$ cat src/rtl/mdu_stall_ctrl.sv
// Pipeline stall controller for the 5-stage MIPS core: merges load-use, MDU
// occupancy and memory-wait stalls, and sequences the shared iterative MDU.
module mdu_stall_ctrl #(
  parameter int MUL_LAT = 1,
  parameter int DIV_LAT = 32,
  parameter int CNT_W   = 6
) (
  input  logic       clk,
  input  logic       rst,
  input  logic       id_valid,
  input  logic [4:0] id_rs,
  input  logic [4:0] id_rt,
  input  logic       id_use_rs,
  input  logic       id_use_rt,
  input  logic       ex_load,
  input  logic [4:0] ex_waddr,
  input  logic       ex_mdu_start,
  input  logic       ex_mdu_op,
  input  logic       mem_stallreq,
  output logic [5:0] stall,
  output logic       mdu_go,
  output logic       mdu_busy,
  output logic       mdu_done
);

  typedef enum logic [1:0] {IDLE, RUN, DONE} state_t;

  localparam logic [CNT_W-1:0] MUL_LD = CNT_W'(MUL_LAT - 1);
  localparam logic [CNT_W-1:0] DIV_LD = CNT_W'(DIV_LAT - 1);

  localparam logic [5:0] STALL_LU  = 6'b000111;
  localparam logic [5:0] STALL_MDU = 6'b001111;
  localparam logic [5:0] STALL_MEM = 6'b011111;

  state_t           state, state_nxt;
  logic [CNT_W-1:0] cnt, cnt_nxt;
  logic             mdu_stall;
  logic             go_c;
  logic             done_c;
  logic             lu;
  logic [5:0]       stall_c;

  always_ff @(posedge clk or negedge rst) begin
    if (!rst) begin
      state <= IDLE;
      cnt   <= '0;
    end else begin
      state <= state_nxt;
      cnt   <= cnt_nxt;
    end
  end

  always_comb begin
    state_nxt = state;
    cnt_nxt   = cnt;
    mdu_stall = 1'b0;
    go_c      = 1'b0;
    done_c    = 1'b0;
    case (state)
      IDLE: begin
        if (ex_mdu_start) begin
          go_c      = 1'b1;
          mdu_stall = 1'b1;
          state_nxt = RUN;
          cnt_nxt   = ex_mdu_op ? DIV_LD : MUL_LD;
        end
      end
      RUN: begin
        // The count keeps running under a memory wait; MEM stalls are independent.
        mdu_stall = 1'b1;
        if (cnt == '0) state_nxt = DONE;
        else           cnt_nxt   = cnt - 1'b1;
      end
      DONE: begin
        done_c = 1'b1;
        if (!mem_stallreq) state_nxt = IDLE;
      end
      default: state_nxt = IDLE;
    endcase
  end

  assign lu = id_valid & ex_load & (ex_waddr != 5'd0) &
              ((id_use_rs & (id_rs == ex_waddr)) | (id_use_rt & (id_rt == ex_waddr)));

  always_comb begin
    stall_c = 6'b000000;
    if (lu)           stall_c = stall_c | STALL_LU;
    if (mdu_stall)    stall_c = stall_c | STALL_MDU;
    if (mem_stallreq) stall_c = stall_c | STALL_MEM;
  end

  // Outputs are combinational, so they are gated by reset to read zero immediately.
  assign stall    = rst ? stall_c : 6'b000000;
  assign mdu_go   = rst & go_c;
  assign mdu_busy = rst & (state != IDLE);
  assign mdu_done = rst & done_c;

endmodule
$ cat config.mk
export PLATFORM = sky130hd
export DESIGN_NAME = mdu_stall_ctrl
export DESIGN_NICKNAME = d
export VERILOG_FILES = /design/src/rtl/mdu_stall_ctrl.sv
export SDC_FILE = /design/constraint.sdc
export NUM_CORES = 1
export LEC_CHECK = 0
export CAP_MARGIN = 20
export CORE_AREA = 4 4 44 46
export DETAILED_ROUTE_END_ITERATION = 10
export DIE_AREA = 0 0 48 50
export DONT_BUFFER_PORTS = 1
export PLACE_DENSITY = 0.63
export SYNTH_ARGS = -nofsm -noshare
export SYNTH_HDL_FRONTEND = slang
export SYNTH_SLANG_ARGS = --single-unit
$ cat constraint.sdc
create_clock -name clk -period 1.7 [get_ports clk]
set_input_delay 0.17 -clock clk [delete_from_list [all_inputs] [get_ports clk]]
set_output_delay 0.17 -clock clk [all_outputs]
set_load 0.005 [all_outputs]
# Yosys cells after proc, flatten, opt, wreduce, memory -nomap -nowiden
# Cells that the tools add are included.
# word_totals
output_inout_bits	9
word_cells	43
inputBits	24
reg_bits	8
# classes
eq_ne	8
reduce_logical	7
bitwise_logic	9
addsub	1
n_mux	16
# op_table
op	n
5-bit 2-to-1 mux	3
6-bit 2-to-1 mux	2
6-bit case mux with 2 select lines	1
5-bit equality test	2
1-bit AND	8
2-bit inequality test, second input constant	4
6-bit logical NOT	1
2-bit 2-to-1 mux	3
2-bit case mux with 3 select lines	1
3-bit AND reduction	2
6-bit by 1-bit subtractor with 6-bit output, second input constant	1
5-bit nonzero test	1
4-bit 2-to-1 mux	1
2-bit nonzero test	2
1-bit 2-to-1 mux	3
3-bit 2-to-1 mux	1
2-bit by 1-bit equality test with 1-bit output, second input constant	1
2-bit equality test, second input constant	1
2-bit logical NOT	1
1-bit case mux with 2 select lines	1
1-bit bitwise OR	1

# Depth between registers and ports, before layout
# Gate-level depths: netlist of run 1.
# depth
ltp_word	8
ltp_mapped	7
ltp_nobuf	6

# Worst setup path after synthesis of run 1
# Ideal clock, no wire load.
# synth_timing
path_kind	reg-to-output
start	register state[1]
end	output port stall[1]
path_buffers	1
arrival_time_ps	1185
path_stages_with_launch	5
setup_slack_ps	345
path_cell_list	dfrtp_1 -> o21bai_1 -> a21boi_0 -> o21bai_1 -> buf_4
# synth_between
elab_chain_len	5
word_cells_on_any_way	6
classes_between	eq/ne: 1; mux: 4; reduce/logical: 1
# synth_lines
item	line	rtl
start, declared	35	state_t state, state_nxt;
start signal, assigned	48	state <= state_nxt;
2-bit by 1-bit equality test with 1-bit output / 2-bit logical NOT (equally long branches)	59	case (state)
1-bit case mux with 2 select lines *	59	
4-bit 2-to-1 mux *	88	if (mdu_stall) stall_c = stall_c | STALL_MDU;
5-bit 2-to-1 mux *	89	if (mem_stallreq) stall_c = stall_c | STALL_MEM;
5-bit 2-to-1 mux *	93	assign stall = rst ? stall_c : 6'b000000;
end, declared	20	output logic [5:0] stall,
# Every way passes the cells marked *; elsewhere a longest branch is shown, timed or not.

# Final worst setup path of run 1
# Ends and elaborated chain as after synthesis.

==> run_results.csv, run 1 <==
group,metric,value,unit
critical_path,timing.critical_path.mode_cell,"o21bai_1",
critical_path,timing.rr.end,"cnt[4]",
grt,grt_pass1_wl,2170,µm
routing,drc_errors,0,
timing,rsz0062_at_grt,"no",
clock_tree,numCtsBuffers,3,
timing,skew,0.00324,ns
layout,drive_gt1_share,6.58,%
routing,wl,1370,µm
yosys,synth_nets,103,
critical_path,critPathRequiredTime,1.53,ns
floorplan,core-area,1510,µm²
clock_tree,cts_root_buf,"clkbuf_4",
grt,grt_usage,12.5,%
layout,stdcell_area,677,µm²
floorplan,die_x,48,µm
yosys,seq_area_frac_synth,30.2,%
yosys,synth_warnings,0,
critical_path,slowest_delay,0.43,ns
routing,wl_met2,667,µm
routing,drt_iter0_markers,16,
layout,area_growth_syn_to_layout,2.27,%
grt,grt_max_degree,11,
routing,vias_per_cell,6.10,
hold_path,min-delay-start,"ex_mdu_op",
floorplan,start_util,43.9,%
grt,overflow,0,
timing,hold_viol_final,0,
yosys,synth_cell_type_count,35,
place,io_buffer_count,0,
critical_path,crit_fanout,7,
layout,nNetsFinal,104,
timing,setup_tns,0,ns
critical_path,crit_end,"stall[1]",
timing,fin_crit_sh,91.6,%
place,place_congestion,0.738,
yosys,async_flop_share,100,%
routing,routedWlPerCell,14.9,µm
timing,fin_crit,1.56,ns
yosys,synth-seq-cells,8,
timing,fmax,642,MHz
critical_path,slowest_stage,"dfrtp_1",
place,dp_hpwl,1150,µm
yosys,syn_avg_cell_area,8.60,µm²
critical_path,timing.rr.start,"cnt[2]",
status,status,"finished clean",
critical_path,criticalPathCategory,"flop to primary output",
yosys,synth_enable_flop_cells,0,
routing,wl_met3,152,µm
layout,layout_common_cells,"xor2_1, nor2_1, dfrtp_1",
floorplan,die_y,50,µm
job,drv_cap,0,
timing,worst_slack,0.144,ns
floorplan,dieArea,2400,µm²
pwr,ir_drop,0.457,mV
clock_tree,clk_pin_slew,0.06,ns
place,dp.cells,88,
routing,wl_met1,532,µm
routing,vias,561,
critical_path,critical_path.cell_chain,"o21bai_1 > a21boi_1 > o21bai_1",
critical_path,start_kind,"flop",
clock_tree,clockBufferDepth,2,
critical_path,critPathArrivalTime,1.39,ns
routing,ant_nets,0,
timing,setup_violations,0,
layout,final_util,44.9,%
clock_tree,cts_tree,"done",
floorplan,io_pins,33,
critical_path,endpoint_kind,"primary output",
grt,antenna_found_initial,0,
routing,dr.max_layer_used,"met4",
critical_path,reg2reg_depth,4,
critical_path,rrSetupSlack,0.18,ns
critical_path,crit_start,"state[1]",
pwr,p_per_area,1450,nW/µm²
pwr,p_leak,0.000280,µW
clock_tree,cts.sinks,8,
place,dpl_worst_slack,0.174,ns
layout,final_cells,92,
routing,first_pass_iters,4,
timing,maxSlewViolCount,0,
yosys,ys.flop_type,"dfrtp_1",
yosys,synth_area,662,µm²
layout,diodes,0,
clock_tree,clock_latency,0.26,ns
place,place_area,644,µm²
yosys,synthCells,77,
floorplan,rows,14,
grt,grt_pass1_vias,521,
hold_path,hold_path_class,"input pin to flop",
clock_tree,htree_levels,1,
==> logic make-up (layout without fill, tap and decap cells) <==
group                      Yosys count  after routing  share of synthesized area, %
AOI/OAI and AO/OA                   20             20                          21.4
xor gates and xnor gates            10             10                          13.2
adders and majority gates            2              2                          3.78
buffers and inverters                9              8                          7.94
DFF                                  8              8                          30.2
other                                1              1                         0.567
and+or+nand+nor                     27             27                          22.9
==> worst min path at each step <==
stage               slack [ns]  cells past startpoint  endpoint
floorplan                -0.13                      0    cnt[0]
finish                    0.07                      2    cnt[0]
global placement         -0.13                      0  state[1]
detailed placement       -0.13                      0  state[1]
global route              0.08                      2    cnt[0]
CTS                       0.07                      2    cnt[0]
==> power breakdown <==
| group | internal [µW] | leakage [µW] | total, µW | switching (µW) |
|---|---|---|---|---|
| Clock | 81.0 | 0.0000138 | 148 | 67.3 |
| Combinational | 213 | 0.000174 | 456 | 243 |
| Sequential | 276 | 0.0000928 | 377 | 101 |
| Total | 570 | 0.000280 | 982 | 412 |
==> layout make-up <==
class                      instances  area (µm²)
fill                             144         830
multi-input combinational         60         409
sequential                         8         200
clock buffer                       3        22.5
tap                               16        20.0
inverter                           4        15.0
timing repair buffer               1        10.0
==> metal layers <==
metal,up-vias,track usage [%]
met2,29,18.9
met4,0,5.38
met1,255,15.5
met3,3,4.00
li1,274,-
met5,-,0
==> Yosys cell counts, types with 2 or more instances <==
cell type / number / area share, %
ha_1: 2 / 3.8
o21bai_1: 2 / 2.3
inv_1: 3 / 1.7
o22a_1: 3 / 4.0
nor4_1: 2 / 1.9
dfrtp_1: 8 / 30
buf_4: 4 / 4.5
o21ai_0: 2 / 1.5
and2_1: 2 / 1.9
nor3_1: 3 / 2.3
xnor2_1: 2 / 2.6
nor2_1: 8 / 4.5
xor2_1: 8 / 11
a21oi_1: 2 / 1.5
o21ai_1: 2 / 1.5
nand2_1: 3 / 1.7
a31oi_1: 3 / 2.8
==> worst max-delay path, delay by kind of cell, from the launching register on <==
| kind | cells | cell delay (ns) |
|---|---|---|
| AO/OA/AOI/OAI | 3 | 0.70 |
| flip-flops | 1 | 0.43 |
==> stage by stage <==
stage	hold slack, ns	total power [µW]
after floorplan	-0.126	771
after global placement	-0.125	816
after detailed placement	-0.125	834
after CTS	0.0709	991
after global routing	0.0836	1090
final	0.0719	982
==> flip-flops by register name, indices dropped and copies added (netlist names) <==
signal / flops
cnt: 6
state: 2
==> repair_timing <==
action | in CTS | in global routing
endpoints found under the setup margin | 0 | 3
endpoints found under the hold margin | 8 | 0
resized for setup | 0 | 1
hold buffers | 1 | 0
setup buffers | 0 | 0
Power figures use the tool's default switching activity.
==> inputs of run 2 (changes only) <==
Settings changed: CTS_CLUSTER_DIAMETER set to 120, SKIP_CTS_REPAIR_TIMING set to 1.
Clock period 1.7 ns to 2 ns, I/O delays scaled along.
==> run 2 against run 1 <==
Net effect:
- highest routed layer is now met3
- total power down 14%
- clock skew down 0.0017 ns
- via count up 0.36%
- largest cell class unchanged
- combinational power down 14%
==> run_results.csv, run 2 (synthesis results as in run 1) <==
group,metric,value,unit
routing,wl,1400,µm
timing,fmax,593,MHz
timing,hold_viol_final,0,
clock_tree,cts.sinks,8,
timing,skew,0.00157,ns
clock_tree,htree_levels,1,
layout,nNetsFinal,104,
pwr,p_int,485,µW
routing,wl_met2,688,µm
hold_path,hold_end,"state[1]",
pwr,p_leak,0.000280,µW
timing,setup_tns,0,ns
critical_path,critPathRequiredTime,1.80,ns
timing,worst_slack,0.315,ns
floorplan,io_pins,33,
pwr,ir_drop,0.393,mV
routing,drc_errors,0,
pwr,p_per_area,1250,nW/µm²
hold_path,hold_path_class,"input pin to flop",
routing,drt_iter0_markers,17,
place,place_area,644,µm²
pwr,power,843,µW
critical_path,endpoint_kind,"primary output",
critical_path,timing.rr.end,"cnt[4]",
clock_tree,clockBufferDepth,2,
layout,regMostFlops,"cnt",
clock_tree,cts_root_buf,"clkbuf_4",
hold_path,min-delay-start,"mem_stallreq",
grt,grt_pass1_vias,503,
status,status,"finished clean",
grt,grt_usage,12.4,%
layout,top_regs,"cnt: 6 flops, state: 2 flops",
grt,grt_max_degree,15,
pwr,p_seq_share,38.2,%
place,io_buffer_count,0,
hold_path,min_path_cells,2,
critical_path,critPathArrivalTime,1.49,ns
layout,diodes,0,
critical_path,reg2reg_depth,4,
place,dp_hpwl,1160,µm
pwr,pwr-share-comb,46.5,%
layout,stdcell_area,677,µm²
timing,rsz0062_at_grt,"no",
floorplan,die_y,50,µm
layout,drive_gt1_share,6.58,%
routing,first_pass_iters,4,
timing,fin_crit_sh,84.3,%
pwr,switching_share,42.5,%
layout,layout_common_cells,"xor2_1, nor2_1, dfrtp_1",
critical_path,rrSetupSlack,0.47,ns
routing,vias_per_cell,6.12,
timing,whs,0.107,ns
place,dpl_worst_slack,0.485,ns
pwr,power_switching,358,µW
place,place_congestion,0.738,
routing,vias,563,
critical_path,timing.rr.start,"cnt[2]",
grt,overflow,0,
critical_path,crit_fanout,7,
floorplan,start_util,43.9,%
clock_tree,numCtsBuffers,3,
routing,dr.max_layer_used,"met3",
floorplan,dieArea,2400,µm²
job,drv_cap,0,
clock_tree,clock_latency,0.26,ns
timing,fin_crit,1.69,ns
layout,area_growth_syn_to_layout,2.27,%
routing,routedWlPerCell,15.2,µm
timing,setup_violations,0,
pwr,pwr-share-clk,15.3,%
clock_tree,cts_tree,"done",
floorplan,rows,14,
critical_path,start_kind,"flop",
floorplan,core-area,1510,µm²
floorplan,die_x,48,µm
routing,wl_met1,568,µm
critical_path,criticalPathCategory,"flop to primary output",
routing,ant_nets,0,
timing,maxSlewViolCount,0,
clock_tree,clk_pin_slew,0.06,ns
routing,wl_met3,144,µm
grt,antenna_found_initial,0,
layout,largest_reg_flops,6,
grt,grt_pass1_wl,2170,µm
[run 2: cell count changes in the layout (fill, tap and decap cells not counted)]
cell      delta
a21boi_0     +1
a21boi_1     -1
[run 2: critical path, cell delays in order (launching register included)]
cell and delay [ns]:
dfrtp_1 0.44, o21bai_1 0.22, a21boi_0 0.31, o21bai_1 0.26
[run 2: power by group through the flow]
stage | combinational (µW) | sequential [µW] | clock (µW)
final | 392 | 322 | 129
after global routing | 455 | 331 | 138
after CTS | 389 | 320 | 132
after detailed placement | 388 | 322 | 0
after global placement | 374 | 320 | 0
after floorplan | 355 | 300 | 0
[run 2: how the worst max path moves through the flow]
| stage | from | end | slack [ns] | cells after the start |
|---|---|---|---|---|
| detailed placement | cnt[2] | cnt[0] | 0.48 | 5 |
| floorplan | state[1] | stall[1] | 0.62 | 4 |
| global placement | cnt[3] | cnt[2] | 0.54 | 4 |
| CTS | state[1] | stall[1] | 0.28 | 3 |
| global route | state[1] | stall[0] | 0.21 | 3 |
| finish | state[1] | stall[1] | 0.31 | 3 |
[run 2: area by class of cell]
| cell class | instances | area (µm²) |
|---|---|---|
| tap | 16 | 20.0 |
| timing repair buffer | 1 | 10.0 |
| clock buffer | 3 | 22.5 |
| sequential | 8 | 200 |
| inverter | 4 | 15.0 |
| fill | 150 | 830 |
| multi-input combinational | 60 | 409 |
[run 2: stage by stage]
stage               utilization [%]  std cells
global placement               42.8         88
finish                         44.9         92
detailed placement             42.8         88
floorplan                         -         77
global route                   44.9         92
CTS                            44.3         91
[run 2: layer usage]
| metal | up-vias | GRT usage (%) |
|---|---|---|
| met4 | 0 | 4.04 |
| met1 | 262 | 15.5 |
| li1 | 273 | - |
| met5 | - | 0 |
| met3 | 0 | 5.09 |
| met2 | 28 | 18.7 |
